## src/rtl/serial_paralelo_rx_if.sv

```systemverilog
// Lane receive interface: serial bit in, recovered byte stream out.
interface serial_paralelo_rx_if;
  logic       data_in;
  logic [7:0] data_out;
  logic       valid_out;
  logic       byte_strobe;
  logic       active;

  // Serializer / stimulus side: drives the serial bit, observes recovered bytes.
  modport master (
    output data_in,
    input  data_out,
    input  valid_out,
    input  byte_strobe,
    input  active
  );

  // Receiver side.
  modport slave (
    input  data_in,
    output data_out,
    output valid_out,
    output byte_strobe,
    output active
  );
endinterface

```

## src/rtl/serial_paralelo_rx.sv

```systemverilog
// Serial-to-parallel lane receiver: shifts in MSB-first bits, aligns on the idle
// symbol, locks after BC_COUNT aligned idles and then presents each data byte.
module serial_paralelo_rx #(
  parameter logic [7:0]  IDLE_SYM = 8'hBC,
  parameter int unsigned BC_COUNT = 4
) (
  input  logic                 clk_32f,
  input  logic                 reset,
  serial_paralelo_rx_if.slave  lane
);

  typedef enum logic [1:0] {StSearch, StAlign, StLocked} state_e;

  localparam logic [3:0] BcTarget = 4'(BC_COUNT);

  state_e     state_q, state_d;
  logic [7:0] sr_q, sr_d;
  logic [2:0] bit_cnt_q, bit_cnt_d;
  logic [3:0] bc_cnt_q, bc_cnt_d;
  logic [7:0] data_q, data_d;
  logic       valid_q, valid_d;
  logic       strobe_q, strobe_d;
  logic       active_q, active_d;

  logic [7:0] nxt;
  logic       boundary;
  logic       is_idle;

  // Next-state: alignment search, idle counting and byte presentation.
  always_comb begin
    nxt      = {sr_q[6:0], lane.data_in};
    boundary = (bit_cnt_q == 3'd7);
    is_idle  = (nxt == IDLE_SYM);

    sr_d      = nxt;
    bit_cnt_d = bit_cnt_q;
    bc_cnt_d  = bc_cnt_q;
    state_d   = state_q;
    data_d    = data_q;
    valid_d   = valid_q;
    strobe_d  = 1'b0;

    unique case (state_q)
      StSearch: begin
        // Bit-slip search: any cycle may start an alignment.
        if (is_idle) begin
          bit_cnt_d = 3'd0;
          bc_cnt_d  = 4'd1;
          state_d   = (BcTarget == 4'd1) ? StLocked : StAlign;
        end
      end
      StAlign: begin
        bit_cnt_d = bit_cnt_q + 3'd1;
        if (boundary) begin
          if (is_idle) begin
            bc_cnt_d = bc_cnt_q + 4'd1;
            if (bc_cnt_q + 4'd1 == BcTarget) begin
              state_d = StLocked;
            end
          end else begin
            bc_cnt_d = 4'd0;
            state_d  = StSearch;
          end
        end
      end
      StLocked: begin
        bit_cnt_d = bit_cnt_q + 3'd1;
        if (boundary) begin
          strobe_d = 1'b1;
          if (is_idle) begin
            valid_d = 1'b0;
          end else begin
            data_d  = nxt;
            valid_d = 1'b1;
          end
        end
      end
      default: state_d = StSearch;
    endcase

    active_d = (state_d == StLocked);
  end

  // State and registered outputs; reset returns everything to search.
  always_ff @(posedge clk_32f or posedge reset) begin
    if (reset) begin
      state_q   <= StSearch;
      sr_q      <= 8'h00;
      bit_cnt_q <= 3'd0;
      bc_cnt_q  <= 4'd0;
      data_q    <= 8'h00;
      valid_q   <= 1'b0;
      strobe_q  <= 1'b0;
      active_q  <= 1'b0;
    end else begin
      state_q   <= state_d;
      sr_q      <= sr_d;
      bit_cnt_q <= bit_cnt_d;
      bc_cnt_q  <= bc_cnt_d;
      data_q    <= data_d;
      valid_q   <= valid_d;
      strobe_q  <= strobe_d;
      active_q  <= active_d;
    end
  end

  assign lane.data_out    = data_q;
  assign lane.valid_out   = valid_q;
  assign lane.byte_strobe = strobe_q;
  assign lane.active      = active_q;

endmodule

```

## src/flat_wrapper.sv

```systemverilog
// flat-port wrapper written by rule: the top's interface ports become plain ports
module serial_paralelo_rx_flat 
#(
  parameter logic [7:0]  IDLE_SYM = 8'hBC,
  parameter int unsigned BC_COUNT = 4
)
  (clk_32f, reset, lane_data_in, lane_data_out, lane_valid_out, lane_byte_strobe, lane_active);
  serial_paralelo_rx_if lane_i ();
  input  logic clk_32f;
  input  logic reset;
  input wire logic [$bits(lane_i.data_in)-1:0] lane_data_in;
  output wire logic [$bits(lane_i.data_out)-1:0] lane_data_out;
  output wire logic [$bits(lane_i.valid_out)-1:0] lane_valid_out;
  output wire logic [$bits(lane_i.byte_strobe)-1:0] lane_byte_strobe;
  output wire logic [$bits(lane_i.active)-1:0] lane_active;
  assign lane_i.data_in = lane_data_in;
  assign lane_data_out = lane_i.data_out;
  assign lane_valid_out = lane_i.valid_out;
  assign lane_byte_strobe = lane_i.byte_strobe;
  assign lane_active = lane_i.active;
  serial_paralelo_rx #(.IDLE_SYM(IDLE_SYM), .BC_COUNT(BC_COUNT)) u_core (.clk_32f(clk_32f), .reset(reset), .lane(lane_i));
endmodule
```

## config.mk

```make
export PLATFORM = sky130hd
export DESIGN_NAME = serial_paralelo_rx_flat
export DESIGN_NICKNAME = d
export VERILOG_FILES = /design/src/rtl/serial_paralelo_rx_if.sv /design/src/rtl/serial_paralelo_rx.sv /design/src/flat_wrapper.sv
export SDC_FILE = /design/constraint.sdc
export NUM_CORES = 1
export LEC_CHECK = 0
export ABC_AREA = 0
export BUFFER_PORTS_ARGS = -buffer_cell sky130_fd_sc_hd__buf_2
export CORE_MARGIN = 4
export CORE_UTILIZATION = 40
export CTS_BUF_LIST = sky130_fd_sc_hd__clkbuf_8
export CTS_CLUSTER_SIZE = 30
export DETAILED_ROUTE_END_ITERATION = 8
export GPL_ROUTABILITY_DRIVEN = 0
export GPL_TIMING_DRIVEN = 0
export RECOVER_POWER = 25
export SYNTH_ARGS = -nofsm -noshare
export SYNTH_HDL_FRONTEND = slang
export SYNTH_SLANG_ARGS = --single-unit
```

## constraint.sdc

```tcl
create_clock -name clk_32f -period 3.25 [get_ports clk_32f]
set_input_delay 0.325 -clock clk_32f [delete_from_list [all_inputs] [get_ports clk_32f]]
set_output_delay 0.325 -clock clk_32f [all_outputs]
set_load 0.005 [all_outputs]
```

==> metrics.md <==
| Metric | Value |
|---|---|
| Post-cts sizing count | 0 |
| Setup Viol. Count Final | 0 |
| CP Capture Type | flip-flop |
| Reg2Reg Setup Slack | 1.44 ns |
| Maxcap violations | 0 |
| Cts hold-fix bufs | 0 |
| Layout cells sized above 1 | a little over a quarter |
| VDD IR max | 0.310 mV |
| CTS tree | done |
| Worst R2R End | u_core.lane.data_out[2] |
| Crit path max-delay family | simple AND/OR/NAND/NOR gates |
| Total CTS buffers | 3 |
| Core area | 0.00303 mm2 |
| Initial antenna violation count | 0 |
| Pwr per Cell Area | 411 mW/mm2 |
| Congestion Overflow GR | 0 |
| Antenna viol nets, final | 0 |
| Clk slew on worst S/H paths | 0.09 ns |
| Cell taking the most area after synthesis | dfrtp_1 |
| Setup ws final | 1.44 ns |
| Cell Chain, Critical Path | ha_1, ha_1, clkbuf_2, nand2_1, nor2_2, mux2_2 |
| WP buf/inv | 1 |
| Setup_tns | 0 ns |
| Status | complete, no violations |
| Diode count | 0 |
| First-pass GRT wire length | 3860 um |
| FF-to-FF Start | u_core.bit_cnt_q[0] |
| Headroom to the max-slew limit | between 30% and 40% |
| Hold WS | 0.190 ns |
| Cells after Synth | around 100 |
| Synthesized area per cell | 12.1 um2 |
| Top cells by area, synth | dfrtp_1 54%, ha_1 9.0%, mux2_2 7.2% |
| Layout area overhead | 13.4% |
| Max H-tree Level | 1 |
| DR pass1 iterations | 4 |
| Synth Register Bits | 27 |
| Hold path cells | 1 |
| Die area | 0.00409 mm2 |
| Worst hold path class | in -> reg |
| RSZ-0062 raised after global routing | no |
| Drc violations | 0 |
| Hold Crit Start | lane_data_in |
| Tmin final | 1.81 ns |
| Die Y | 64.0 um |
| Die width | 64.0 um |
| Routed WL | 2130 um |
| Sequential-to-total area share from yosys stat | 53.9% |
| Worst Tran Pin Value | 0.993 ns |
| Cell variety after synth | 36 |
| Later-pin clock latency in the skew report | 0.27 ns |
| Std cell rows | 20 |
| DR iter-0 viols | 41 |
| Number of setup buffers added after CTS | 0 |
| Setup WS pre-CTS | 1.40 ns |
| Final hold vios | 0 |
| PortBufs | 13 |
| Share of the synthesized area in the top cell type | 53.9% |
| Synth warn | 0 |
| Max incr delay on CP | a little under 0.4 ns |
| Root Buffer | clkbuf_8 |
| Vias in the first global route | 872 |
| P_leak | 0.663 nW |
| Nets | 134 |
| Startpoint Class | flip-flop |
| Slew Limit Fails | 0 |
| WP data required | 3.41 ns |
| Clock tree buffer depth | 2 |
| FMAX | 0.553 GHz |
| R2r worst-path depth | 6 |
| Hpwl dp | 1610 um |
| Period utilization | 55.7% |
| Clock skew | 0.00542 ns |
| Drt wl/cell | 12.9 um |
| CTS sink count | 27 |
| Via count | between 800 and 900 |
| Most common cell on crit path | ha_1 |
| Critical path's slowest cell | mux2_2 |
| GRT Total Usage | 11.7% |
| Syn_nets | 116 |
| Netlist Area Pre-Place | approximately 0.0013 mm2 |
| Crit-path max FO | 9 |
| Largest net degree at the start of global routing | 28 |
| Vias per Instance | between 5 and 6 |
| Hold endpoint | u_core.sr_q[0] |
| Initial Util | about two fifths |
| Ports | 14 |
| CP arrival | between 1.5 and 2 ns |
| Setup CP Type | reg -> reg |
[Yosys cell counts]
cell,n
a31oi_1,2
mux2_2,8
nand2b_1,1
clkbuf_2,1
nor2_1,3
o21a_1,1
a21oi_4,1
a32oi_1,1
and2_1,1
nor2b_1,1
o2bb2ai_1,2
nand4b_1,1
or2_1,1
nor3_1,1
nand3_2,1
a21oi_1,2
a211o_1,1
nand4_1,1
ha_1,9
buf_6,1
o21ai_0,6
o22ai_1,1
dfrtp_1,27
nand3_1,3
o21ai_2,1
a22o_1,2
a21o_1,1
o21ai_1,2
a21bo_2,1
nand2_1,4
o311ai_0,1
inv_1,10
nor4_1,1
a221oi_2,1
nor2_2,2
nand4bb_1,1
[power by group]
group / switching (W) / total, W / internal (W)
clock: 0.0000998 / 0.000187 / 0.0000868
combinational: 0.0000308 / 0.0000449 / 0.0000141
sequential: 0.00000694 / 0.000352 / 0.000345
[layout by cell type, fill, tap and decap left out, types with 2 or more instances in the layout]
cell type,netlist,layout
o21ai_1,2,2
clkbuf_8,0,3
nor2_2,2,2
mux2_2,8,8
ha_1,9,9
inv_1,10,10
o2bb2ai_1,2,2
nand3_1,3,3
o21ai_0,6,6
a21oi_1,2,2
dfrtp_1,27,27
buf_2,0,12
nand2_1,4,4
nor2_1,3,3
a22o_1,2,2
a31oi_1,2,2
[cells by family after synthesis]
family / Yosys count / synth area share [%]
fa+ha+maj: 9 / 8.98
compound gates: 26 / 15.6
simple gates: 22 / 10.1
mux: 8 / 7.19
flops: 27 / 53.9
buf+inv: 12 / 4.29
[final cells by class]
type	instances	area, um2
fill	292	1610
sequential	27	676
multi-input combinational	65	524
timing repair buffer	13	63.8
tap	44	55.1
clock buffer	3	41.3
inverter	10	37.5
buffer	2	16.3
clock inverter	1	7.51
[how the worst max path moves through the flow]
stage / start / end / slack (ns) / cells after the start
after global placement: u_core.bit_cnt_q[0] / u_core.lane.data_out[1] / 1.45 / 6
after CTS: u_core.bit_cnt_q[0] / u_core.lane.data_out[2] / 1.40 / 6
final: u_core.bit_cnt_q[0] / u_core.lane.data_out[2] / 1.44 / 6
after global routing: u_core.bit_cnt_q[0] / u_core.lane.data_out[2] / 1.30 / 6
after detailed placement: u_core.bit_cnt_q[0] / u_core.lane.data_out[2] / 1.40 / 6
after floorplan: u_core.bit_cnt_q[0] / u_core.lane.data_out[0] / 1.65 / 6
[flip-flops by register name, summed over array words and instances (netlist names)]
register                 flops
u_core.lane.valid_out        1
u_core.lane.active           1
u_core.lane.byte_strobe      1
u_core.bit_cnt_q             3
u_core.sr_q                  7
u_core.bc_cnt_q              4
u_core.state_q               2
u_core.lane.data_out         8
[stage by stage]
| step | std cells | area (um2) | util [%] | total power, W |
|---|---|---|---|---|
| final | 165 | 1420 | 46.9 | 0.000584 |
| after CTS | 165 | 1420 | 47.0 | 0.000595 |
| after floorplan | 104 | 1250 | - | 0.000391 |
| after detailed placement | 161 | 1370 | 45.4 | 0.000405 |
| after global routing | 165 | 1420 | 46.9 | 0.000617 |
| after global placement | 161 | 1370 | 45.4 | 0.000401 |
[per-layer routing]
metal | wire [um] | vias to the layer above | GRT usage, % | part of all wire [%]
li1 | - | 404 | - | -
met1 | 1030 | 407 | 14.8 | 48
met2 | 1010 | 14 | 19.5 | 47
met3 | 67 | 4 | 2.46 | 3.1
met4 | 22 | 0 | 4.31 | 1.0
met5 | 0 | - | 0 | 0
Power figures use the tool's default switching activity.
